## src/rtl/im_program_loader_pkg.sv

```systemverilog
// Shared definitions for the instruction-memory loader, the instruction RAM and the control logic.
// Holds the loader state encoding and the default address width, data width and frame start byte.
package im_program_loader_pkg;

  localparam int         IM_ADDR_W = 8;
  localparam int         IM_DATA_W = 16;
  localparam logic [7:0] IM_MAGIC  = 8'hA5;

  typedef enum logic [2:0] {
    ST_IDLE = 3'd0,
    ST_LEN  = 3'd1,
    ST_HI   = 3'd2,
    ST_LO   = 3'd3,
    ST_CHK  = 3'd4,
    ST_DONE = 3'd5,
    ST_ERR  = 3'd6
  } ld_state_e;

endpackage

```

## src/rtl/im_program_loader.sv

```systemverilog
// Writer side of the instruction fetch path: unpacks a framed byte stream into 16-bit words,
// writes them to instruction RAM and holds the CPU in reset until a frame passes its checksum.
module im_program_loader
  import im_program_loader_pkg::*;
#(
  parameter int         ADDR_W    = IM_ADDR_W,
  parameter int         DATA_W    = IM_DATA_W,
  parameter logic [7:0] MAGIC     = IM_MAGIC,
  parameter bit         BOOT_HOLD = 1'b1
) (
  input  logic              clk_i,
  input  logic              rst_i,
  input  logic              in_valid_i,
  input  logic [7:0]        in_data_i,
  output logic              in_ready_o,
  output logic              im_we_o,
  output logic [ADDR_W-1:0] im_waddr_o,
  output logic [DATA_W-1:0] im_wdata_o,
  output logic              cpu_rstn_o,
  output logic              busy_o,
  output logic              done_o,
  output logic              err_o,
  output logic [ADDR_W:0]   words_loaded_o
);

  localparam logic [ADDR_W:0]   ONE_W = (ADDR_W + 1)'(1);
  localparam logic [ADDR_W-1:0] ONE_A = ADDR_W'(1);

  ld_state_e         state_q, state_d;
  logic [ADDR_W-1:0] len_q, len_d;
  logic [7:0]        hi_q, hi_d;
  logic [7:0]        xor_q, xor_d;
  logic [ADDR_W-1:0] addr_q, addr_d;
  logic [ADDR_W:0]   words_q, words_d;
  logic              we_q, we_d;
  logic [ADDR_W-1:0] waddr_q, waddr_d;
  logic [DATA_W-1:0] wdata_q, wdata_d;
  logic              rstn_q, rstn_d;
  logic              done_q, done_d;
  logic              err_q, err_d;

  logic              accept;
  logic [ADDR_W:0]   n_eff;
  logic [ADDR_W:0]   words_inc;

  // The stream is never stalled: one RAM write per two bytes cannot overrun.
  assign in_ready_o = ~rst_i;
  assign accept     = in_valid_i & in_ready_o;
  assign words_inc  = words_q + ONE_W;

  // LEN of zero means a full 2**ADDR_W-word image.
  always_comb begin
    n_eff = {1'b0, len_q};
    if (len_q == '0) begin
      n_eff = {1'b1, {ADDR_W{1'b0}}};
    end
  end

  always_ff @(posedge clk_i or posedge rst_i) begin
    if (rst_i) begin
      state_q <= ST_IDLE;
      len_q   <= '0;
      hi_q    <= '0;
      xor_q   <= '0;
      addr_q  <= '0;
      words_q <= '0;
      we_q    <= 1'b0;
      waddr_q <= '0;
      wdata_q <= '0;
      rstn_q  <= ~BOOT_HOLD;
      done_q  <= 1'b0;
      err_q   <= 1'b0;
    end else begin
      state_q <= state_d;
      len_q   <= len_d;
      hi_q    <= hi_d;
      xor_q   <= xor_d;
      addr_q  <= addr_d;
      words_q <= words_d;
      we_q    <= we_d;
      waddr_q <= waddr_d;
      wdata_q <= wdata_d;
      rstn_q  <= rstn_d;
      done_q  <= done_d;
      err_q   <= err_d;
    end
  end

  always_comb begin
    state_d = state_q;
    len_d   = len_q;
    hi_d    = hi_q;
    xor_d   = xor_q;
    addr_d  = addr_q;
    words_d = words_q;
    we_d    = 1'b0;
    waddr_d = waddr_q;
    wdata_d = wdata_q;
    rstn_d  = rstn_q;
    done_d  = done_q;
    err_d   = err_q;

    if (accept) begin
      case (state_q)
        ST_IDLE, ST_DONE, ST_ERR: begin
          if (in_data_i == MAGIC) begin
            state_d = ST_LEN;
            rstn_d  = 1'b0;
            done_d  = 1'b0;
            err_d   = 1'b0;
            words_d = '0;
            addr_d  = '0;
            xor_d   = '0;
          end
        end
        ST_LEN: begin
          len_d   = ADDR_W'(in_data_i);
          state_d = ST_HI;
        end
        ST_HI: begin
          hi_d    = in_data_i;
          xor_d   = xor_q ^ in_data_i;
          state_d = ST_LO;
        end
        ST_LO: begin
          xor_d   = xor_q ^ in_data_i;
          we_d    = 1'b1;
          waddr_d = addr_q;
          wdata_d = DATA_W'({hi_q, in_data_i});
          addr_d  = addr_q + ONE_A;
          words_d = words_inc;
          state_d = (words_inc == n_eff) ? ST_CHK : ST_HI;
        end
        ST_CHK: begin
          if (in_data_i == xor_q) begin
            done_d  = 1'b1;
            rstn_d  = 1'b1;
            state_d = ST_DONE;
          end else begin
            err_d   = 1'b1;
            state_d = ST_ERR;
          end
        end
        default: state_d = ST_IDLE;
      endcase
    end
  end

  assign im_we_o        = we_q;
  assign im_waddr_o     = waddr_q;
  assign im_wdata_o     = wdata_q;
  assign cpu_rstn_o     = rstn_q;
  assign busy_o         = (state_q == ST_LEN) || (state_q == ST_HI) ||
                          (state_q == ST_LO)  || (state_q == ST_CHK);
  assign done_o         = done_q;
  assign err_o          = err_q;
  assign words_loaded_o = words_q;

endmodule
```

## config.mk

```make
export PLATFORM = sky130hd
export DESIGN_NAME = im_program_loader
export DESIGN_NICKNAME = d
export VERILOG_FILES = /design/src/rtl/im_program_loader_pkg.sv /design/src/rtl/im_program_loader.sv
export SDC_FILE = /design/constraint.sdc
export NUM_CORES = 1
export LEC_CHECK = 0
export BUFFER_PORTS_ARGS = -buffer_cell sky130_fd_sc_hd__buf_2
export CAP_MARGIN = 10
export CELL_PAD_IN_SITES_DETAIL_PLACEMENT = 0
export CELL_PAD_IN_SITES_GLOBAL_PLACEMENT = 1
export CORE_MARGIN = 5
export CORE_UTILIZATION = 43
export DETAILED_ROUTE_END_ITERATION = 8
export PLACE_DENSITY = 0.77
export SETUP_SLACK_MARGIN = 0.05
export SLEW_MARGIN = 20
export SYNTH_ARGS = -nofsm -noshare
export SYNTH_HDL_FRONTEND = slang
export SYNTH_SLANG_ARGS = --single-unit
```

## constraint.sdc

```tcl
create_clock -name clk_i -period 2.8 [get_ports clk_i]
set_clock_uncertainty 0.05 [all_clocks]
set_input_delay 0.56 -clock clk_i [delete_from_list [all_inputs] [get_ports clk_i]]
set_output_delay 0.56 -clock clk_i [all_outputs]
set_load 0.03 [all_outputs]
```

Word level (Yosys, flattened, before mapping):

Index checks and enable logic that the tools add are counted.

* register bits after elaboration: 71
* logic and storage cells: 63

* add/subtract/negate cells: 2
* equal/unequal tests: 12
* multiplexer cells: 17
* bitwise operators: 3
* reduce and logical (&&, ||, !) cells: 18

Operator list (number)
* 8-bit case mux with 2 select lines: 2
* 9-bit 2-to-1 mux: 2
* 9-bit case mux with 2 select lines: 1
* 3-bit case mux with 5 select lines: 1
* 9-bit by 1-bit adder with 9-bit output, second input constant: 1
* 3-bit equality test, second input constant: 3
* 9-bit equality test: 1
* 8-bit by 1-bit adder with 8-bit output, second input constant: 1
* 8-bit equality test: 1
* 8-bit equality test, second input constant: 1
* 8-bit zero test: 1
* 8-bit 2-to-1 mux: 1
* 2-bit AND reduction: 4
* 4-bit AND reduction: 2
* 8-bit bitwise XOR: 1
* 3-bit by 2-bit equality test with 1-bit output, second input constant: 2
* 3-bit 2-to-1 mux: 2
* 2-bit inequality test, second input constant: 3
* 3-bit AND reduction: 2
* 2-bit nonzero test: 3
* 1-bit 2-to-1 mux: 5
* 1-bit case mux with 2 select lines: 2
* 3-bit by 1-bit equality test with 1-bit output, second input constant: 1
* 3-bit zero test: 1
* 6 further kinds: 8

Depth between registers and ports, before layout:

* depth after elaboration: 5
* depth in mapped cells: 8
* mapped depth without buffers: 6

Least setup slack after synthesis:

Ideal clock, no wire load.

* path type: in2out
* start point: in rst_i
* end point: out in_ready_o
* data arrival time: 2196 ps
* required time: 2190 ps
* slack: -6 ps
* stages: 1
* buffers on the path: 0
* cell sequence: inv_1

* word-level cells in the longest chain between the ends: 1

Ends and longest elaborated chain
* from (decl): line im_program_loader.sv:12 `input logic rst_i,`
* 1-bit inverter: line im_program_loader.sv:47 `assign in_ready_o = ~rst_i;`
* to (decl): line im_program_loader.sv:15 `output logic in_ready_o,`

Every way passes these cells.

Final worst setup path:

* start point: reg words_q[0], in the netlist words_loaded_o[0]
* end point: reg state_q[2]

* word-level cells in the longest chain between the ends: 4

Ends and longest elaborated chain
* from (decl): line im_program_loader.sv:34 `logic [ADDR_W:0] words_q, words_d;`
* from (signal assigned): line im_program_loader.sv:79 `words_q <= words_d;`
* 9-bit by 1-bit adder with 9-bit output: line im_program_loader.sv:49 `assign words_inc = words_q + ONE_W;`
* 9-bit equality test: line im_program_loader.sv:132 `state_d = (words_inc == n_eff) ? ST_CHK : ST_HI;`
* 3-bit 2-to-1 mux: line im_program_loader.sv:132
* 3-bit case mux with 5 select lines: line im_program_loader.sv:104 `case (state_q)`
* to (signal assigned): line im_program_loader.sv:74 `state_q <= state_d;`
* to (decl): line im_program_loader.sv:29 `ld_state_e state_q, state_d;`

Every way passes these cells.
A chain may end at the register's enable or synchronous reset.

==> flow_summary_export.csv <==
group,metric,value,unit
run_status,status,"complete, no violations",
cts,cts.sinks,71,
timing,setup_viol,0,
critical_path,crit_fanout,7,
timing,slew_headroom,41.12,%
die,core_region_area,7767,um^2
routing,viasPerCell,5.396,
grt,grt-ovfl-total,0,
die,die_h,99.70,um
timing,worst_pin_slew,0.8832,ns
run,cap_violations,0,
critical_path,crit_type,"reg -> reg",
cts,cts_buffers,9,
yosys,async_reset_ff_share,100.0,%
grt,grt_pass1_wl,12.81,mm
power_and_ir_drop,vdd_drop_max,0.0005352,V
grt,met3_usage,4.348,%
grt,busiest_layer,"met2",
cells_and_area,final_common_cell,"dfrtp_1",
yosys,synthCells,323,
yosys,ys_warn_count,0,
grt,antenna_found_initial,0,
yosys,syn_area,3460,um^2
cts,clk_latency,0.34,ns
die,die_area,9939,um^2
placement,io_buffers,49,
grt,grt_max_degree,72,
power_and_ir_drop,p_leak,1.780,nW
cts,h-tree-depth,3,
cells_and_area,area_growth,15.05,%
cells_and_area,regArea,1777,um^2
yosys,syn_avg_cell_area,10.71,um^2
critical_path,worstRegToRegCells,6,
timing,fin_tns_setup,0,ns
cts,cts_tree,"yes",
die,io_pins,50,
routing,drtAntennaViolNets,0,
die,rows,32,
placement,dp.cells,466,
cts,cts_resized,0,
power_and_ir_drop,p_per_area,1091,nW/um^2
timing,drv_slew,0,
worst_hold_path,hold_depth,1,
worst_hold_path,min_path_type,"reg -> reg",
placement,dpl.hpwl,5.342,mm
critical_path,critPathArrivalTime,2.46,ns
cts,clockBufferDepth,2,
routing,wl,7.759,mm
critical_path,critPathCaptureType,"flop",
die,die_x,99.70,um
cells_and_area,fin_cells,482,
timing,min_period_over_period,81.76,%
cells_and_area,diodes,0,
power_and_ir_drop,power,4.342,mW
grt,grt_pass1_vias,2529,
yosys,syn_nets,336,
timing,layout_min_cycle_time,2.289,ns
timing,fmax,0.4368,GHz
grt,use_met1,21.76,%
cts,hold_buffers,0,
yosys,ys_seq_area_share,51.36,%
timing,hold_viol,0,
grt,grt_usage,16.14,%
grt,use_met2,25.55,%
cells_and_area,fillerInstances,719,
cells_and_area,final_net_count,388,
cells_and_area,multi_input_area,1584,um^2
die,start_util,44.54,%
cts,cts-root-buf,"clkbuf_8",
cells_and_area,layout_common_cells,"dfrtp_1, buf_2, nand2_1, mux2_2, nor2_1",
yosys,synth_seq_cells,71,
critical_path,cp.required,2.97,ns
routing,avgRoutedWirePerCell,16.10,um
timing,rsz0062_at_grt,"no",
cts,postCtsSetupBuffers,0,
routing,drc,0,
cts,cts.clk_slew.worst_paths,0.08,ns
yosys,synth_flop_cell,"dfrtp_1",
critical_path,start_kind,"flop",
routing,drt_iter0_drc,119,
cells_and_area,drive_gt1_share,29.74,%
yosys,synth_edf_count,0,
yosys,synth_cell_types,46,
routing,vias,2601,
routing,dr.pass1.iters,6,
placement,gp_congestion,0.8611,
## cell families after synthesis
| family | after synthesis | share of synthesized area (%) |
|---|---|---|
| simple gates | 109 | 15.19 |
| flops | 71 | 51.36 |
| compound gates | 63 | 12.12 |
| buf+inv | 20 | 3.074 |
| xor+xnor | 23 | 6.257 |
| fa+ha+maj | 3 | 1.013 |
| mux | 34 | 10.99 |
## sequential cells by signal (all words and copies together) (netlist names)
register	cells
state_q	3
hi_q	8
im_waddr_o	8
err_o	1
done_o	1
xor_q	8
im_we_o	1
len_q	8
words_loaded_o	9
addr_q	8
im_wdata_o	16
## worst max-delay path: stages, from the launching register on
cell and delay, ns:
dfrtp_1 0.48, ha_1 0.27, nand3_1 0.21, nor3_1 0.37
xor3_1 0.39, o211a_1 0.17, a31o_2 0.23
## area by class of cell
cell class	count	area share (%)
well taps	102	3.207
repair buffers	58	7.859
multi-input cells	232	39.80
flip-flops and latches	71	44.64
clock inverters	7	1.006
clock buffers	9	3.112
inverters	3	0.3772
## where the power goes
group / switching (mW) / internal [mW]
registers: 0.366 / 1.44
logic: 1.08 / 0.756
clock network: 0.381 / 0.313
## Yosys cell counts (3+ instances only)
cell type,n,area [um^2]
dfrtp_1,71,1777
nand3_1,16,80.08
o21ai_0,14,70.07
nand2_1,39,146.4
clkbuf_1,8,30.03
buf_2,5,25.02
nor4_1,6,37.54
nor2b_1,6,37.54
o2bb2ai_1,6,52.55
a22o_1,3,26.28
xor2_1,11,96.34
xnor2_1,11,96.34
a31oi_1,9,56.30
nor2_1,20,75.07
nor3_1,8,40.04
inv_1,3,11.26
a21o_1,3,22.52
o31ai_1,9,67.56
mux2_2,32,360.4
a21oi_1,11,55.05
## path summary, 6_finish.rpt
kind / startpoint / to / slack (ns)
min: err_o / err_o / 0.43
max in group asynchronous: rst_i / xor_q[4] / 1.64
max: words_loaded_o[0] / state_q[2] / 0.51
min reg2reg: err_o / err_o / 0.43
min in group asynchronous: rst_i / words_loaded_o[7] / 0.48
max reg2reg: words_loaded_o[0] / state_q[2] / 0.51
## per-stage QoR
step	setup slack, ns	utilization (%)	cell area [um^2]	hold WS, ns
floorplan	0.6082	-	3463	0.4250
global placement	0.3821	49.13	3816	0.4158
detailed placement	0.3806	49.13	3816	0.4200
CTS	0.4926	51.24	3980	0.4387
global route	0.3765	51.24	3980	0.4564
finish	0.5108	51.24	3980	0.4290
## metal layers
layer,up-vias,part of all wire [%]
li1,1266,-
met1,1275,47
met2,54,48
met3,6,4.2
met4,0,0.68
met5,-,0
(Power assumes the default switching activity.)
